File: src/rtl/handshaking_pkg.sv
// Shared definitions for the handshaking master FIFO: output FSM state
// encodings and the width helper used to size pointers, level and counters.
package handshaking_pkg;

  typedef enum logic [1:0] {
    ST_IDLE  = 2'd0,
    ST_SEND  = 2'd1,
    ST_STALL = 2'd2
  } state_e;

  // Bits needed to index 'value' items; never less than one bit.
  function automatic int clog2_w(input int value);
    return (value <= 1) ? 1 : $clog2(value);
  endfunction

endpackage

File: src/rtl/handshaking_master_fifo_if.sv
// Producer/consumer handshake bundle for the handshaking master FIFO.
// The master modport is the FIFO side; slave is the surrounding environment.
interface handshaking_master_fifo_if #(
  parameter int DATA_WIDTH = 8
);

  logic [DATA_WIDTH-1:0] in_data;
  logic                  in_valid;
  logic                  in_ready;
  logic [DATA_WIDTH-1:0] data_out;
  logic                  valid_out;
  logic                  ready_in;

  modport master (
    input  in_data, in_valid, ready_in,
    output in_ready, data_out, valid_out
  );

  modport slave (
    output in_data, in_valid, ready_in,
    input  in_ready, data_out, valid_out
  );

endinterface

File: src/rtl/hs_fifo_mem.sv
// Circular buffer for the handshaking master FIFO: storage array, wrapping
// read/write pointers and the registered occupancy count.
module hs_fifo_mem
  import handshaking_pkg::*;
#(
  parameter int DATA_WIDTH = 8,
  parameter int DEPTH      = 4
) (
  input  logic                    clk,
  input  logic                    rst,
  input  logic                    i_push,
  input  logic                    i_pop,
  input  logic                    i_flush,
  input  logic [DATA_WIDTH-1:0]   i_wdata,
  output logic [DATA_WIDTH-1:0]   o_rdata,
  output logic [clog2_w(DEPTH):0] o_level
);

  localparam int PTR_W = clog2_w(DEPTH);
  localparam int LVL_W = PTR_W + 1;

  logic [DATA_WIDTH-1:0] r_mem [DEPTH];
  logic [PTR_W-1:0]      r_wr_ptr;
  logic [PTR_W-1:0]      r_rd_ptr;
  logic [LVL_W-1:0]      r_level;

  // NOTE: the storage array has no reset; occupancy is tracked by r_level, so
  // stale words are never visible and the array can map onto plain RAM.
  always_ff @(posedge clk) begin
    if (i_push && !i_flush) begin
      r_mem[r_wr_ptr] <= i_wdata;
    end
  end

  // NOTE: sequential state uses non-blocking assignments so every register
  // samples pre-edge values, whatever the statement order.
  always_ff @(posedge clk or negedge rst) begin
    if (!rst) begin
      r_wr_ptr <= '0;
      r_rd_ptr <= '0;
      r_level  <= '0;
    end else if (i_flush) begin
      r_wr_ptr <= '0;
      r_rd_ptr <= '0;
      r_level  <= '0;
    end else begin
      // Power-of-two depth lets the pointers wrap by plain overflow.
      if (i_push) r_wr_ptr <= r_wr_ptr + 1'b1;
      if (i_pop)  r_rd_ptr <= r_rd_ptr + 1'b1;
      r_level <= r_level + LVL_W'(i_push) - LVL_W'(i_pop);
    end
  end

  assign o_rdata = r_mem[r_rd_ptr];
  assign o_level = r_level;

endmodule

File: src/rtl/handshaking_master_fifo.sv
// Handshaking master FIFO: buffers producer words, presents them to a consumer
// in order, and flags a consumer that stalls a valid word for TIMEOUT cycles.
module handshaking_master_fifo
  import handshaking_pkg::*;
#(
  parameter int DATA_WIDTH = 8,
  parameter int DEPTH      = 4,
  parameter int TIMEOUT    = 16
) (
  input  logic                      clk,
  input  logic                      rst,
  handshaking_master_fifo_if.master bus,
  input  logic                      flush,
  input  logic                      err_clr,
  output logic [clog2_w(DEPTH):0]   level,
  output logic                      timeout_err
);

  localparam int LVL_W = clog2_w(DEPTH) + 1;
  localparam int CNT_W = clog2_w(TIMEOUT + 1);
  localparam bit TO_EN = (TIMEOUT != 0);

  localparam logic [LVL_W-1:0] FULL_LVL = LVL_W'(DEPTH);
  localparam logic [CNT_W-1:0] TO_VAL   = CNT_W'(TIMEOUT);

  logic [LVL_W-1:0] w_level;
  logic [LVL_W-1:0] w_level_nxt;
  logic             w_in_ready;
  logic             w_valid;
  logic             w_push;
  logic             w_pop;
  logic             w_stalling;

  state_e           r_state;
  logic [CNT_W-1:0] r_stall_cnt;
  logic             r_timeout_err;

  hs_fifo_mem #(
    .DATA_WIDTH (DATA_WIDTH),
    .DEPTH      (DEPTH)
  ) u_mem (
    .clk     (clk),
    .rst     (rst),
    .i_push  (w_push),
    .i_pop   (w_pop),
    .i_flush (flush),
    .i_wdata (bus.in_data),
    .o_rdata (bus.data_out),
    .o_level (w_level)
  );

  // Both flags come straight from the registered level; a full buffer never
  // accepts a word, even when the consumer pops in the same cycle.
  assign w_in_ready = (w_level != FULL_LVL);
  assign w_valid    = (w_level != '0);
  assign w_push     = bus.in_valid & w_in_ready;
  assign w_pop      = w_valid & bus.ready_in;
  assign w_stalling = TO_EN && w_valid && !bus.ready_in;

  // NOTE: every always_comb output gets a default first so no path leaves it
  // unassigned, which would otherwise infer a latch.
  always_comb begin
    w_level_nxt = w_level;
    if (flush) begin
      w_level_nxt = '0;
    end else begin
      w_level_nxt = w_level + LVL_W'(w_push) - LVL_W'(w_pop);
    end
  end

  // The state follows the post-edge level and stall count, so STALL holds
  // exactly while the counter sits saturated at TIMEOUT.
  always_ff @(posedge clk or negedge rst) begin
    if (!rst) begin
      r_state       <= ST_IDLE;
      r_stall_cnt   <= '0;
      r_timeout_err <= 1'b0;
    end else begin
      if (err_clr) r_timeout_err <= 1'b0;

      if (w_level_nxt == '0) begin
        r_state     <= ST_IDLE;
        r_stall_cnt <= '0;
      end else if (w_pop) begin
        r_state     <= ST_SEND;
        r_stall_cnt <= '0;
      end else if (w_stalling && (r_stall_cnt < TO_VAL)) begin
        r_stall_cnt <= r_stall_cnt + 1'b1;
        if (r_stall_cnt == TO_VAL - 1'b1) begin
          // Placed after the clear above so a same-cycle set takes priority.
          r_state       <= ST_STALL;
          r_timeout_err <= 1'b1;
        end else begin
          r_state <= ST_SEND;
        end
      end else if (r_state == ST_IDLE) begin
        r_state <= ST_SEND;
      end
    end
  end

  assign bus.in_ready  = w_in_ready;
  assign bus.valid_out = w_valid;
  assign level         = w_level;
  assign timeout_err   = r_timeout_err;

endmodule

File: src/flat_wrapper.sv
// flat-port wrapper written by rule: the top's interface ports become plain ports
module handshaking_master_fifo_flat import handshaking_pkg::*;
#(
  parameter int DATA_WIDTH = 8,
  parameter int DEPTH      = 4,
  parameter int TIMEOUT    = 16
)
  (clk, rst, flush, err_clr, level, timeout_err, bus_in_data, bus_in_valid, bus_ready_in, bus_in_ready, bus_data_out, bus_valid_out);
  handshaking_master_fifo_if #(.DATA_WIDTH(DATA_WIDTH)) bus_i ();
  input  logic clk;
  input  logic rst;
  input  logic flush;
  input  logic err_clr;
  output logic [clog2_w(DEPTH):0] level;
  output logic timeout_err;
  input wire logic [$bits(bus_i.in_data)-1:0] bus_in_data;
  input wire logic [$bits(bus_i.in_valid)-1:0] bus_in_valid;
  input wire logic [$bits(bus_i.ready_in)-1:0] bus_ready_in;
  output wire logic [$bits(bus_i.in_ready)-1:0] bus_in_ready;
  output wire logic [$bits(bus_i.data_out)-1:0] bus_data_out;
  output wire logic [$bits(bus_i.valid_out)-1:0] bus_valid_out;
  assign bus_i.in_data = bus_in_data;
  assign bus_i.in_valid = bus_in_valid;
  assign bus_i.ready_in = bus_ready_in;
  assign bus_in_ready = bus_i.in_ready;
  assign bus_data_out = bus_i.data_out;
  assign bus_valid_out = bus_i.valid_out;
  handshaking_master_fifo #(.DATA_WIDTH(DATA_WIDTH), .DEPTH(DEPTH), .TIMEOUT(TIMEOUT)) u_core (.clk(clk), .rst(rst), .bus(bus_i), .flush(flush), .err_clr(err_clr), .level(level), .timeout_err(timeout_err));
endmodule
File: config.mk
export PLATFORM = sky130hd
export DESIGN_NAME = handshaking_master_fifo_flat
export DESIGN_NICKNAME = d
export VERILOG_FILES = /design/src/rtl/handshaking_pkg.sv /design/src/rtl/handshaking_master_fifo_if.sv /design/src/rtl/hs_fifo_mem.sv /design/src/rtl/handshaking_master_fifo.sv /design/src/flat_wrapper.sv
export SDC_FILE = /design/constraint.sdc
export NUM_CORES = 1
export LEC_CHECK = 0
export CORE_UTILIZATION = 57
export CTS_CLUSTER_DIAMETER = 120
export DETAILED_ROUTE_END_ITERATION = 6
export PLACE_DENSITY_LB_ADDON = 0.1
export SLEW_MARGIN = 10
export SYNTH_ARGS = -nofsm -noshare
export SYNTH_HDL_FRONTEND = slang
export SYNTH_SLANG_ARGS = --single-unit
File: constraint.sdc
create_clock -name clk -period 6.3 [get_ports clk]
set_clock_uncertainty 0.05 [all_clocks]
set_input_delay 0.945 -clock clk [delete_from_list [all_inputs] [get_ports clk]]
set_output_delay 0.945 -clock clk [all_outputs]
set_load 0.01 [all_outputs]
==> flow_metrics.tcl, run 1 <==
set metrics [dict create \
    wl_microns 3180 \
    antenna_found_initial 0 \
    finalSetupViolCount 0 \
    worst_ep_arrival_time_ns 2.16 \
    cts-root-buf "clkbuf_4" \
    worst_slew_pin_slew_ns 0.579 \
    r2r-start "u_core.u_mem.o_level[1]$_DFF_PN0_" \
    power.density_mw_per_mm2 343 \
    cts_buffers 5 \
    slew_violations 0 \
    min-delay-start "u_core.timeout_err$_DFF_PN0_" \
    grt_use_met1 0.233 \
    cts_tree "done" \
    layout_commonest_cell "edfxtp_1" \
    cts.repair.resized 0 \
    cp.required_ns 5.30 \
    cts_setup_buffers 0 \
    clock.fmax_mhz 317 \
    wl_per_cell_microns 15.8 \
    synth-simple-area-share 0.103 \
    grt_max_degree 15 \
    leakage_nw 0.852 \
    crit_type "flop to output pin" \
    peakVddDrop_mv 0.214 \
    synthCells 126 \
    synthXorXnorAreaFrac 0.0211 \
    numPortBuffers 27 \
    vias 1129 \
    route.detailed.drc 0 \
    grt_pass1_vias 1188 \
    nets 178 \
    io_pins 28 \
    grt_use_met3 0.0533 \
    holdPathStages 2 \
    overflow 0 \
    syn_area_per_cell_sq_um 15.6 \
    ant_nets 0 \
    die_w_microns 60.7 \
    max_slew_margin 0.614 \
    syn_to_final_growth_pct 19.7 \
    ys_seq_elements 45 \
    r2r_cells 9 \
    dr.first_iter.drc_count 31 \
    whs_ns 0.541 \
    clockBufferDepth 2 \
    critPathLaunchType "flop" \
    period_share 0.500 \
    min_period_ns 3.15 \
    final_core_util 0.744 \
    die_area_sq_mm 0.00368 \
    numClockSinks 45 \
    drtPass1Iterations 4 \
    coreArea_sq_mm 0.00315 \
    synthAdderAreaFrac 0.0549 \
    synthMuxAreaShare 0.0919 \
    synth_compound_area_frac 0.0479 \
    gp_congestion 0.804 \
    grt.total_usage 0.204 \
    htreeDepth 2 \
    rows 20 \
    endpoint_kind "output pin" \
    clock_latency_ns 0.34 \
    synth_top_family_by_area "simple AND/OR/NAND/NOR gates" \
    final_area_sq_mm 0.00235 \
    cap_violations 0 \
    top_usage_layer "met2" \
    min_path_type "flop to flop" \
    rsz0062_at_grt "false" \
    dieHeight_microns 60.7 \
    syn_nets 148 \
    antenna_cells 0 \
    synth_cell_type_count 32 \
    netlist_area_sq_mm 0.00196 \
    place_area_sq_mm 0.00227 \
    dpl.hpwl_microns 2290 \
    worstReg2RegEnd "u_core.r_stall_cnt[4]$_DFFE_PN0P_" \
    cts_hold_buf 0 \
    drive_gt1_frac 0.108 \
    outcome "finished clean" \
    rrSetupSlack_ns 3.32 \
    grt_pass1_wl_microns 5150 \
    start_util 0.622 \
    clk_pin_slew_worst_paths_ns 0.12 \
    vias_per_cell 5.62 \
    synth_warnings 0 \
    use_met2 0.356 \
    total_power_uw 804 \
    hold_viol_final 0 \
    holdPathEnd "u_core.timeout_err$_DFF_PN0_" \
    layout_common_cells "32 x edfxtp_1, 27 x clkdlybuf4s50_1, 13 x dfrtp_1, 9 x inv_1, 8 x mux4_2" \
    synth.yosys.seq_area_share 0.656 \
    path_max_fanout 10 \
    finalSetupTns_ns 0 \
]
per-layer routing:
| metal | part of all wire | wire, microns |
|---|---|---|
| met1 | 0.40 | 1270 |
| met4 | 0.011 | 34 |
| met3 | 0.041 | 130 |
| met2 | 0.55 | 1750 |
| met5 | 0 | 0 |
final cells by class:
| type | count | area (sq um) |
|---|---|---|
| clock buffer | 6 | 41.3 |
| multi-input combinational | 68 | 624 |
| clock inverter | 2 | 35.0 |
| tap | 44 | 55.1 |
| inverter | 9 | 33.8 |
| timing repair buffer | 27 | 270 |
| sequential | 45 | 1290 |
| fill | 227 | 807 |
how the worst max path moves through the flow:
stage	from	endpoint	slack, ns	depth (start not counted)
2_1_floorplan	bus_ready_in	u_core.r_stall_cnt[4]$_DFFE_PN0P_	3.49	8
3_3_place_gp	bus_ready_in	u_core.r_stall_cnt[4]$_DFFE_PN0P_	2.95	8
3_5_place_dp	bus_ready_in	u_core.r_stall_cnt[4]$_DFFE_PN0P_	2.84	8
4_1_cts	u_core.u_mem.r_rd_ptr[0]$_DFFE_PN0P_	bus_data_out[1]	3.07	2
5_1_grt	u_core.u_mem.r_rd_ptr[0]$_DFFE_PN0P_	bus_data_out[1]	3.01	2
6_report	u_core.u_mem.r_rd_ptr[0]$_DFFE_PN0P_	bus_data_out[1]	3.15	2
state kept, by name, summed over array words and instances (netlist names):
register and cells:
u_core.u_mem.r_mem 32, u_core.u_mem.r_rd_ptr 2, u_core.u_mem.r_wr_ptr 2, u_core.u_mem.o_level 3, u_core.timeout_err 1, u_core.r_stall_cnt 5
where the power goes:
part           total (mW)  leakage (nW)  switching, mW  internal, mW
Clock               0.169        0.0422         0.0861        0.0833
Sequential          0.384         0.467         0.0400         0.344
Combinational       0.250         0.343          0.107         0.144
Total               0.804         0.852          0.233         0.571
per-stage QoR:
stage	setup slack, ns	std cells
global route	3.01	201
floorplan	3.49	126
finish	3.15	201
CTS	3.07	201
detailed placement	2.84	193
global placement	2.95	193
cell usage after synthesis, drive strengths merged:
cell,number,area share
a21o,1,0.0045
a21oi,3,0.0077
a2bb2oi,1,0.0045
a31oi,3,0.0096
and2,4,0.013
and3,1,0.0032
and3b,1,0.0045
buf,1,0.0026
clkbuf,3,0.0057
dfrtp,13,0.17
edfxtp,32,0.49
fa,1,0.010
ha,7,0.045
inv,9,0.017
mux4,8,0.092
nand2,4,0.0077
nand2b,1,0.0032
nand3,4,0.010
nand3b,3,0.011
nand4b,2,0.0089
nor2,6,0.011
nor2b,2,0.0064
nor3,2,0.0077
nor3b,1,0.0038
o21ai,4,0.010
o22ai,1,0.0032
o311ai,1,0.0045
o31ai,1,0.0038
or4,3,0.011
xor2,2,0.0089
xor3,1,0.012
worst max-delay path: stages (launching register included):
cell and delay [ns]:
dfrtp_1 0.73, mux4_2 0.59, clkdlybuf4s50_1 0.50
logic make-up after synthesis:
| logic type | Yosys count |
|---|---|
| AO/OA/AOI/OAI | 15 |
| adder cells (fa/ha/maj) | 8 |
| flip-flops | 45 |
| AND/OR/NAND/NOR | 34 |
| buffers and inverters | 13 |
| multiplexers | 8 |
| XOR/XNOR | 3 |
Note: power is estimated with default switching activity, not from simulation.
==> run 2, diff against run 1 <==
--- a/config.mk
+++ b/config.mk
@@ -5,7 +5,7 @@
 export SDC_FILE = /design/constraint.sdc
 export NUM_CORES = 1
 export LEC_CHECK = 0
-export CORE_UTILIZATION = 57
+export CORE_UTILIZATION = 53
 export CTS_CLUSTER_DIAMETER = 120
 export DETAILED_ROUTE_END_ITERATION = 6
 export PLACE_DENSITY_LB_ADDON = 0.1
==> constraint.sdc (replaced) <==
create_clock -name clk -period 3.2 [get_ports clk]
set_clock_uncertainty 0.05 [all_clocks]
set_input_delay 0.48 -clock clk [delete_from_list [all_inputs] [get_ports clk]]
set_output_delay 0.48 -clock clk [all_outputs]
set_load 0.01 [all_outputs]
==> flow_metrics.tcl, run 2 (synthesized netlist as in run 1, its figures left out) <==
set metrics [dict create \
    critPathLaunchType "flop" \
    fin_cells 204 \
    nets 179 \
    final_core_util 0.687 \
    path_max_fanout 9 \
    place_ws_ns 0.319 \
    syn_to_final_growth_pct 20.7 \
    worstReg2RegEnd "u_core.r_stall_cnt[3]$_DFFE_PN0P_" \
    antenna_cells 0 \
    peakVddDrop_mv 0.397 \
    clk_pin_slew_worst_paths_ns 0.08 \
    rsz0062_at_grt "false" \
    htreeDepth 2 \
    cts_buffers 5 \
    max_slew_margin 0.607 \
    leakage_nw 0.858 \
    endpoint_kind "flop" \
    start_util 0.570 \
    slew_violations 0 \
    min_path_type "input pin to asynchronous set/reset pin" \
    rrSetupSlack_ns 0.28 \
    worst_ep_arrival_time_ns 3.08 \
    r2r_cells 9 \
    grt_max_degree 15 \
    largest_reg_flops 32 \
    r2r-start "u_core.u_mem.o_level[1]$_DFF_PN0_" \
    grt_use_met1 0.248 \
    place_area_sq_mm 0.00228 \
    use_met2 0.298 \
    route.detailed.drc 0 \
    rows 21 \
    finalSetupViolCount 0 \
    vias_per_cell 5.55 \
    io_pins 28 \
    cts_tree "done" \
    cp.required_ns 3.36 \
    grt_pass1_wl_microns 5490 \
    die_area_sq_mm 0.00395 \
    wl_microns 3170 \
    top_usage_layer "met2" \
    n_fill_cell 241 \
    cap_violations 0 \
    numClockSinks 45 \
    period_share 0.912 \
    vias 1133 \
    grt_pass1_vias 1143 \
    hold_viol_final 0 \
    layout_common_cells "32 x edfxtp_1, 27 x clkdlybuf4s50_1, 13 x dfrtp_1, 9 x inv_1, 8 x mux4_2" \
    numPortBuffers 27 \
    cts.repair.resized 0 \
    clock_latency_ns 0.29 \
    drtPass1Iterations 4 \
    wl_per_cell_microns 15.5 \
    grt_use_met3 0.0438 \
    min_period_ns 2.92 \
    cts_setup_buffers 0 \
    drive_gt1_frac 0.120 \
    gp_congestion 0.712 \
    startpoint "u_core.u_mem.o_level[1]$_DFF_PN0_" \
    coreArea_sq_mm 0.00344 \
    grt.total_usage 0.191 \
    antenna_found_initial 0 \
    clock.fmax_mhz 343 \
    placed_cells 196 \
    crit_type "flop to flop" \
    dieHeight_microns 62.8 \
    outcome "finished clean" \
    ant_nets 0 \
    setup_slack_ns 0.281 \
    clockBufferDepth 2 \
    dr.first_iter.drc_count 60 \
    overflow 0 \
    dpl.hpwl_microns 2260 \
    cts-root-buf "clkbuf_8" \
    layout_commonest_cell "edfxtp_1" \
    finalSetupTns_ns 0 \
    final_area_sq_mm 0.00237 \
    die_w_microns 62.8 \
    worst_slew_pin_slew_ns 0.588 \
    largest-register "u_core.u_mem.r_mem" \
    cts_hold_buf 0 \
    power.density_mw_per_mm2 667 \
]
[run 2: worst max-delay path by stage]
| stage | end | slack [ns] | depth (start not counted) |
|---|---|---|---|
| 2_1_floorplan | u_core.r_stall_cnt[4]$_DFFE_PN0P_ | 0.48 | 9 |
| 3_3_place_gp | u_core.r_stall_cnt[4]$_DFFE_PN0P_ | 0.43 | 9 |
| 3_5_place_dp | u_core.r_stall_cnt[3]$_DFFE_PN0P_ | 0.32 | 9 |
| 4_1_cts | u_core.r_stall_cnt[3]$_DFFE_PN0P_ | 0.29 | 9 |
| 5_1_grt | u_core.r_stall_cnt[3]$_DFFE_PN0P_ | 0.08 | 9 |
| 6_report | u_core.r_stall_cnt[3]$_DFFE_PN0P_ | 0.28 | 9 |
[run 2: layout make-up]
| class | instances | area, sq um | area share |
|---|---|---|---|
| sequential | 45 | 1290 | 0.544 |
| multi-input combinational | 68 | 624 | 0.264 |
| timing repair buffer | 28 | 278 | 0.117 |
| clock buffer | 5 | 68.8 | 0.0291 |
| tap | 46 | 57.6 | 0.0243 |
| inverter | 9 | 33.8 | 0.0143 |
| clock inverter | 3 | 17.5 | 0.00740 |
[run 2: critical path: stages, from the launching register on]
cell     delay, ns
dfrtp_1       0.45
nor3_2        0.47
inv_1         0.17
nand3_1       0.16
o21ai_0       0.11
ha_1          0.22
fa_1          0.40
xor3_1        0.38
a21o_2        0.25
a31oi_1       0.19
[run 2: per-stage QoR]
step | power (mW) | hold slack [ns]
floorplan | 1.05 | 0.134
global placement | 1.25 | 0.491
detailed placement | 1.26 | 0.507
CTS | 1.59 | 0.518
global route | 1.66 | 0.539
finish | 1.58 | 0.505
[run 2: where the power goes]
| part | switching (mW) | internal [mW] |
|---|---|---|
| sequential | 0.0769 | 0.678 |
| combinational | 0.205 | 0.284 |
| clock | 0.182 | 0.151 |
| total | 0.464 | 1.11 |
[run 2: routing by layer]
metal  vias to the layer above  wire length [microns]
li1                        537                      -
met1                       563                   1460
met3                         8                    116
met2                        25                   1530
met5                         -                      0
met4                         0                     61
